$ cat config.mk
export PLATFORM = sky130hd
export DESIGN_NAME = game_rom_arbiter
export DESIGN_NICKNAME = d
export VERILOG_FILES = /design/src/rtl/game_rom_arbiter.sv
export SDC_FILE = /design/constraint.sdc
export NUM_CORES = 1
export LEC_CHECK = 0
export CAP_MARGIN = 20
export CORE_ASPECT_RATIO = 0.7
export CORE_MARGIN = 2
export CORE_UTILIZATION = 25
export CTS_CLUSTER_SIZE = 10
export DETAILED_ROUTE_END_ITERATION = 7
export GPL_TIMING_DRIVEN = 0
export MAX_ROUTING_LAYER = met4
export PLACE_DENSITY = 0.6
export REMOVE_ABC_BUFFERS = 1
export SLEW_MARGIN = 20
export SYNTH_ARGS = -nofsm -noshare
export SYNTH_HDL_FRONTEND = slang
export SYNTH_SLANG_ARGS = --single-unit
$ cat constraint.sdc
create_clock -name iClock -period 4 [get_ports iClock]
set_clock_uncertainty 0.05 [all_clocks]
set_input_delay 1.2 -clock iClock [delete_from_list [all_inputs] [get_ports iClock]]
set_output_delay 1.2 -clock iClock [all_outputs]
set_load 0.05 [all_outputs]
$ cat src/rtl/game_rom_arbiter.sv
`default_nettype none
// ============================================================================
//  Module   : game_rom_arbiter
//  Purpose  : Shares one single-port pixelmap ROM between NUM_REQ render
//             requesters (background scanout, sprite fetchers, HUD).
//             One access is granted per clock using a round-robin search.
//             The granted address is registered onto the ROM. Each read word
//             is returned to its issuer after a fixed latency, with a
//             one-hot strobe.
//  Ports    : iClock      - clock, rising edge
//             iReset      - synchronous active-high reset
//             iReq        - per-requester request level
//             iAddr       - packed addresses, slice i = [i*ADDR_WIDTH +: ADDR_WIDTH]
//             oGrant      - combinational one-hot accept (transfer this cycle)
//             oRomAddress - registered ROM address
//             iRomData    - ROM read data (ROM_LATENCY cycles after address)
//             oValid      - registered one-hot return strobe
//             oData       - registered return word (meaningful while oValid != 0)
//  Options  : `define ARB_PRIORITY0_EN gives requester 0 strict priority.
//             With that option, requesters 1..NUM_REQ-1 rotate among
//             themselves whenever requester 0 is idle.
//  Revision : 1.0 - initial release
// ============================================================================
module game_rom_arbiter #(
    parameter int NUM_REQ     = 4,
    parameter int ADDR_WIDTH  = 17,
    parameter int DATA_WIDTH  = 16,
    parameter int ROM_LATENCY = 2
) (
    input  logic                          iClock,
    input  logic                          iReset,
    input  logic [NUM_REQ-1:0]            iReq,
    input  logic [NUM_REQ*ADDR_WIDTH-1:0] iAddr,
    output logic [NUM_REQ-1:0]            oGrant,
    output logic [ADDR_WIDTH-1:0]         oRomAddress,
    input  logic [DATA_WIDTH-1:0]         iRomData,
    output logic [NUM_REQ-1:0]            oValid,
    output logic [DATA_WIDTH-1:0]         oData
);

    localparam int c_ptr_w     = $clog2(NUM_REQ);
    // One stage for the address register plus ROM_LATENCY stages for the ROM.
    localparam int c_tag_depth = ROM_LATENCY + 1;
    localparam logic [c_ptr_w-1:0] c_rr_reset = c_ptr_w'(NUM_REQ - 1);

    logic [c_ptr_w-1:0]    r_rr_ptr;
    logic [ADDR_WIDTH-1:0] r_rom_addr;
    logic [NUM_REQ-1:0]    r_tag [c_tag_depth];
    logic [NUM_REQ-1:0]    r_valid;
    logic [DATA_WIDTH-1:0] r_data;

    logic [NUM_REQ-1:0]    w_grant;
    logic [c_ptr_w-1:0]    w_grant_idx;
    logic [c_ptr_w-1:0]    w_idx;
    logic                  w_found;
    logic                  w_ptr_update;
    logic [ADDR_WIDTH-1:0] w_grant_addr;

    // Round-robin search starting one past the last winner, wrapping modulo
    // NUM_REQ. The first requesting index found wins.
    always_comb begin
        w_grant      = '0;
        w_grant_idx  = r_rr_ptr;
        w_idx        = '0;
        w_found      = 1'b0;
        w_ptr_update = 1'b0;
`ifdef ARB_PRIORITY0_EN
        // The scanout requester always wins. It leaves the rotation pointer
        // alone so the other requesters resume where they left off.
        if (iReq[0]) begin
            w_grant[0]  = 1'b1;
            w_grant_idx = '0;
            w_found     = 1'b1;
        end
`endif
        for (int off = 1; off <= NUM_REQ; off++) begin
            w_idx = c_ptr_w'((int'(r_rr_ptr) + off) % NUM_REQ);
`ifdef ARB_PRIORITY0_EN
            if (!w_found && (w_idx != '0) && iReq[w_idx]) begin
`else
            if (!w_found && iReq[w_idx]) begin
`endif
                w_grant[w_idx] = 1'b1;
                w_grant_idx    = w_idx;
                w_found        = 1'b1;
                w_ptr_update   = 1'b1;
            end
        end
        // Nothing may be accepted while reset is held.
        if (iReset) begin
            w_grant      = '0;
            w_found      = 1'b0;
            w_ptr_update = 1'b0;
        end
    end

    assign w_grant_addr = iAddr[w_grant_idx*ADDR_WIDTH +: ADDR_WIDTH];

    always_ff @(posedge iClock) begin
        if (iReset) begin
            r_rr_ptr   <= c_rr_reset;
            r_rom_addr <= '0;
            r_valid    <= '0;
            r_data     <= '0;
            for (int s = 0; s < c_tag_depth; s++) begin
                r_tag[s] <= '0;
            end
        end else begin
            if (w_ptr_update) begin
                r_rr_ptr <= w_grant_idx;
            end
            if (w_found) begin
                r_rom_addr <= w_grant_addr;
            end
            // The tag travels alongside the access. An empty slot carries 0.
            r_tag[0] <= w_grant;
            for (int s = 1; s < c_tag_depth; s++) begin
                r_tag[s] <= r_tag[s-1];
            end
            // The exiting tag lines up with the ROM word on iRomData.
            r_valid <= r_tag[c_tag_depth-1];
            if (|r_tag[c_tag_depth-1]) begin
                r_data <= iRomData;
            end
        end
    end

    assign oGrant      = w_grant;
    assign oRomAddress = r_rom_addr;
    assign oValid      = r_valid;
    assign oData       = r_data;

endmodule
`default_nettype wire

* After elaboration in Yosys (flattened, before gate mapping)
Memory sizes are Yosys's and may differ from the RTL's.
Index checks and enable logic that the tools add are counted.
** Storage, ports and cells
- Flip-flop bits (word level) :: 39
- RAM bits :: 12
- Bits of input ports :: 90
- Output and inout bits :: 41
- Word-level logic and storage cells :: 72
- Memories kept :: 1
** Memory list
- r_tag :: depth 3, bits a word 4, rd ports 3, clocked after memory_dff 0, wr ports 3, RTL line 48 : logic [NUM_REQ-1:0] r_tag [c_tag_depth];
** Operators by class
- $add $sub $neg :: 4
- $mul :: 1
- Magnitude comparators :: 8
- Shift operators :: 1
- Muxes and demuxes :: 36
- Bitwise gates (word level) :: 6
- Reduce and logical (&&, ||, !) cells :: 11
** Operator list (count)
- variable part select 68 x 8 -> 17 bit :: 1
- two-way mux 4 bit :: 8
- two-way mux 1 bit :: 16
- less-than comparator 2 x 3 -> 1 bit (second input constant) :: 4
- bitwise OR 4 bit :: 3
- binary-select mux 1 bit (select 2 bit) :: 4
- demux 1 bit (select 2 bit) :: 4
- >= comparator 2 x 1 -> 1 bit (second input constant) :: 4
- two-way mux 2 bit :: 4
- logical AND 1 bit :: 7
- multiplier 2 x 5 -> 7 bit (second input constant) :: 1
- adder 2 x 1 -> 2 bit (second input constant) :: 2
- adder 2 bit (second input constant) :: 2
- OR reduction 4 bit :: 1
- logical NOT 1 bit :: 3
- bitwise OR 1 bit :: 3

* Longest topological paths before layout
- Depth after elaboration :: 15
- Gate-level depth with buffers :: 12
- Mapped depth without buffers :: 7

* Least setup slack after synthesis
Ideal clock, no wire load.
- Path type :: input-to-output
- From :: in iReq[1]
- To :: out oGrant[0]
- Data arrival time :: 3181 ps
- Data required time :: 2750 ps
- Path slack :: -431 ps
- Stages :: 6
- Path buffers :: 2
- Path through :: buf_6 > mux4_2 > buf_2 > nand3b_1 > a21o_1 > a31oi_1
** On the way
- Cells in the longest elaborated chain, start to end :: 13
- Elaborated cells between the ends (all ways) :: 25
- Classes of those cells :: mux: 16; bitwise: 3; reduce/logical: 6
** RTL lines
- start: declaration :: RTL line 32 : input logic [NUM_REQ-1:0] iReq,
- binary-select mux 1 bit (select 2 bit) :: RTL line 81 : if (!w_found && iReq[w_idx]) begin
- two-way mux 1 bit (implied by the code) :: RTL line 81
- two-way mux 1 bit :: RTL line 81
- logical NOT 1 bit :: RTL line 81
- logical AND 1 bit :: RTL line 81
- two-way mux 1 bit :: RTL line 81
- logical NOT 1 bit :: RTL line 81
- logical AND 1 bit :: RTL line 81
- two-way mux 1 bit :: RTL line 81
- logical NOT 1 bit :: RTL line 81
- logical AND 1 bit :: RTL line 81
- two-way mux 4 bit * :: RTL line 81
- two-way mux 4 bit * :: RTL line 90 : if (iReset) begin
- end: declaration :: RTL line 34 : output logic [NUM_REQ-1:0] oGrant,
Mark *: on every way between the ends. The rest lies on a longest branch, timed or not. The select of a mux whose other input is x is not followed.

* Final worst setup path
- From :: in iReq[3]
- To :: out oGrant[3]
Same word-level chain as after synthesis.

==> flow_metrics.tcl <==
set metrics [dict create \
    netlist_area_um2 3580 \
    vias_per_cell 5.40 \
    synth_warnings 0 \
    drcViolationCount 0 \
    hp-class "reg2reg" \
    antenna_found_initial 0 \
    synth_area_leaders "dfxtp_1 29%, nand2_1 17%, a311oi_1 7.8%, a22oi_1 7.1%, nor3_1 5.3%" \
    crit_chain "buf_8 -> mux4_2 -> nand3b_1 -> a21o_1 -> a31oi_1 -> buf_4" \
    initial_core_util 0.257 \
    maxCapViolCount 0 \
    p_total_mw 3.75 \
    worst-slew-pin-transition_ns 0.984 \
    drt-pass1-iter-count 7 \
    ios 131 \
    p_int_mw 1.88 \
    synth-seq-cells 51 \
    grt_pass1_wl_mm 20.5 \
    synthTopCellsByCount "161 x nand2_1, 51 x dfxtp_1, 38 x nor3_1" \
    end_kind "output pin" \
    dp_hpwl_mm 8.19 \
    setup_slack_ns 0.0548 \
    synthFlopType "dfxtp_1" \
    fp.dieH_um 104 \
    power_density_nw_per_um2 708 \
    coreArea_um2 14000 \
    ir_drop_mv 0.348 \
    routed_wl_mm 13.2 \
    dp.cells 756 \
    synthCells 478 \
    fin_hold_ws_ns 0.383 \
    grt_pass1_vias 3899 \
    seq_area_frac_synth 0.285 \
    yosys.area.top_type_share 0.285 \
    synth_most_common_cell "nand2_1" \
    drive_gt1_frac 0.103 \
    cpPeakStageDelay_ns 0.54 \
    status "complete, no violations" \
    antennaDiodeCount 0 \
    grt_max_degree 75 \
    drtIter0Drc 376 \
    dp_worst_setup_slack_ns -1.52 \
    combPwrFrac 0.668 \
    path_buf_inv 2 \
    slew_headroom 0.341 \
    rows 36 \
    p_switching_mw 1.87 \
    arrival_ns 2.70 \
    clk_pin_slew_ns 0.07 \
    synth_top_area_cell "dfxtp_1" \
    die_x_um 147 \
    required_ns 2.75 \
    cts_root_buffer "clkbuf_16" \
    fin_nets 681 \
    hold_buffers 0 \
    achievable-frequency_mhz 253 \
    fill_cells 1425 \
    crit_family "multiplexers" \
    vias 4182 \
    synthArstFlopShare 0 \
    crit_type "in2out" \
    gp_congestion 0.841 \
    postSynthAreaPerCell_um2 7.49 \
    cts_buffers 5 \
    clkPwrFrac 0.132 \
    clkSinkCount 51 \
    die_area_um2 15300 \
    grt_usage 0.167 \
    wl_per_cell_um 17.0 \
    insertion_delay_ns 0.29 \
    area_delta_synth_final_pct 47.9 \
    final_cells 774 \
    ant_nets 0 \
    io_buffer_count 130 \
    finalCritPeriodShare 0.986 \
    setup_viol 0 \
    cp_max_fo 15 \
    hold_violations 0 \
    cts_max_level 2 \
    overflow 0 \
    drv_slew 0 \
    p_leak_nw 1.95 \
    yosysUniqueCellTypes 45 \
    cts_buffer_depth 2 \
    cp-start-kind "input port" \
    cts_tree "built" \
    seqPwrFrac 0.199 \
    fin_crit_ns 3.95 \
    synth_edf_count 0 \
    p_sw_frac 0.498 \
    slowest_stage "mux4_2" \
]
-- state kept, by name (all words and copies together), names as in the netlist --
| name | flops |
|---|---|
| oData | 16 |
| r_rr_ptr | 2 |
| oValid | 4 |
| r_tag | 12 |
| oRomAddress | 17 |
-- layout make-up --
type,count,area (um^2),area share
clock buffer,5,125,0.0236
clock inverter,3,43.8,0.00827
inverter,3,18.8,0.00354
multi-input combinational,377,2360,0.445
sequential,51,1030,0.194
tap,190,238,0.0449
timing repair buffer,145,1490,0.281
-- power by group through the flow --
| stage | Sequential (mW) | Clock (mW) | Combinational, mW |
|---|---|---|---|
| detailed placement | 0.762 | 0 | 2.32 |
| CTS | 0.747 | 0.512 | 2.39 |
| finish | 0.747 | 0.497 | 2.51 |
| floorplan | 1.10 | 0 | 1.19 |
| global route | 0.766 | 0.538 | 2.71 |
| global placement | 0.823 | 0 | 2.15 |
-- what timing repair did --
action | in CTS | in global routing
endpoints found under the setup margin | 21 | 8
setup buffers | 5 | 2
gates cloned | 1 | 2
endpoints found under the hold margin | 0 | 0
resized for setup | 60 | 16
pin swaps | 3 | 4
-- per-layer routing --
layer	global-route usage	share of wire	up-vias
li1	-	-	1971
met4	0.0323	0.010	0
met5	-	0	-
met3	0.0232	0.060	10
met1	0.237	0.49	2035
met2	0.255	0.44	166
-- cell usage in the layout, fill, tap and decap left out, types with 3 or more instances in the layout --
| cell | count |
|---|---|
| o221ai_2 | 3 |
| clkdlybuf4s50_1 | 121 |
| a22oi_1 | 34 |
| o221ai_1 | 14 |
| a31oi_1 | 6 |
| buf_12 | 3 |
| nand2_1 | 161 |
| nor3_1 | 37 |
| a311oi_1 | 32 |
| a21o_1 | 4 |
| nor2b_1 | 12 |
| ha_1 | 7 |
| nand3b_1 | 5 |
| clkbuf_16 | 5 |
| a21oi_1 | 17 |
| buf_4 | 8 |
| buf_6 | 8 |
| nand3_1 | 5 |
| dfxtp_1 | 49 |
-- cells by family (layout without fill, tap and decap cells) --
logic type,count (synthesis),count (layout),share of synthesized area
muxes,3,4,0.0154
buffers and inverters,53,156,0.0954
and+or+nand+nor,241,242,0.305
adders and majority gates,8,8,0.0279
DFF,51,51,0.285
xor gates and xnor gates,1,1,0.00245
AOI/OAI and AO/OA,121,122,0.269
-- per-stage QoR --
stage / cell area, um^2 / TNS (ns) / utilization
finish: 5300 / 0 / 0.379
global route: 5300 / -0.0128 / 0.379
CTS: 5170 / 0 / 0.371
detailed placement: 4940 / -15.93 / 0.354
global placement: 4790 / -106.95 / 0.343
floorplan: 3250 / -49.21 / -
-- worst paths after layout --
kind,start,endpoint,slack (ns),depth (start not counted)
min,r_tag[0][2],r_tag[0][6],0.38,1
max,iReq[3],oGrant[3],0.05,6
max reg2reg,r_rr_ptr[0],oRomAddress[7],0.39,7
min reg2reg,r_tag[0][2],r_tag[0][6],0.38,1
No activity file was read; power rests on OpenSTA's default activity.
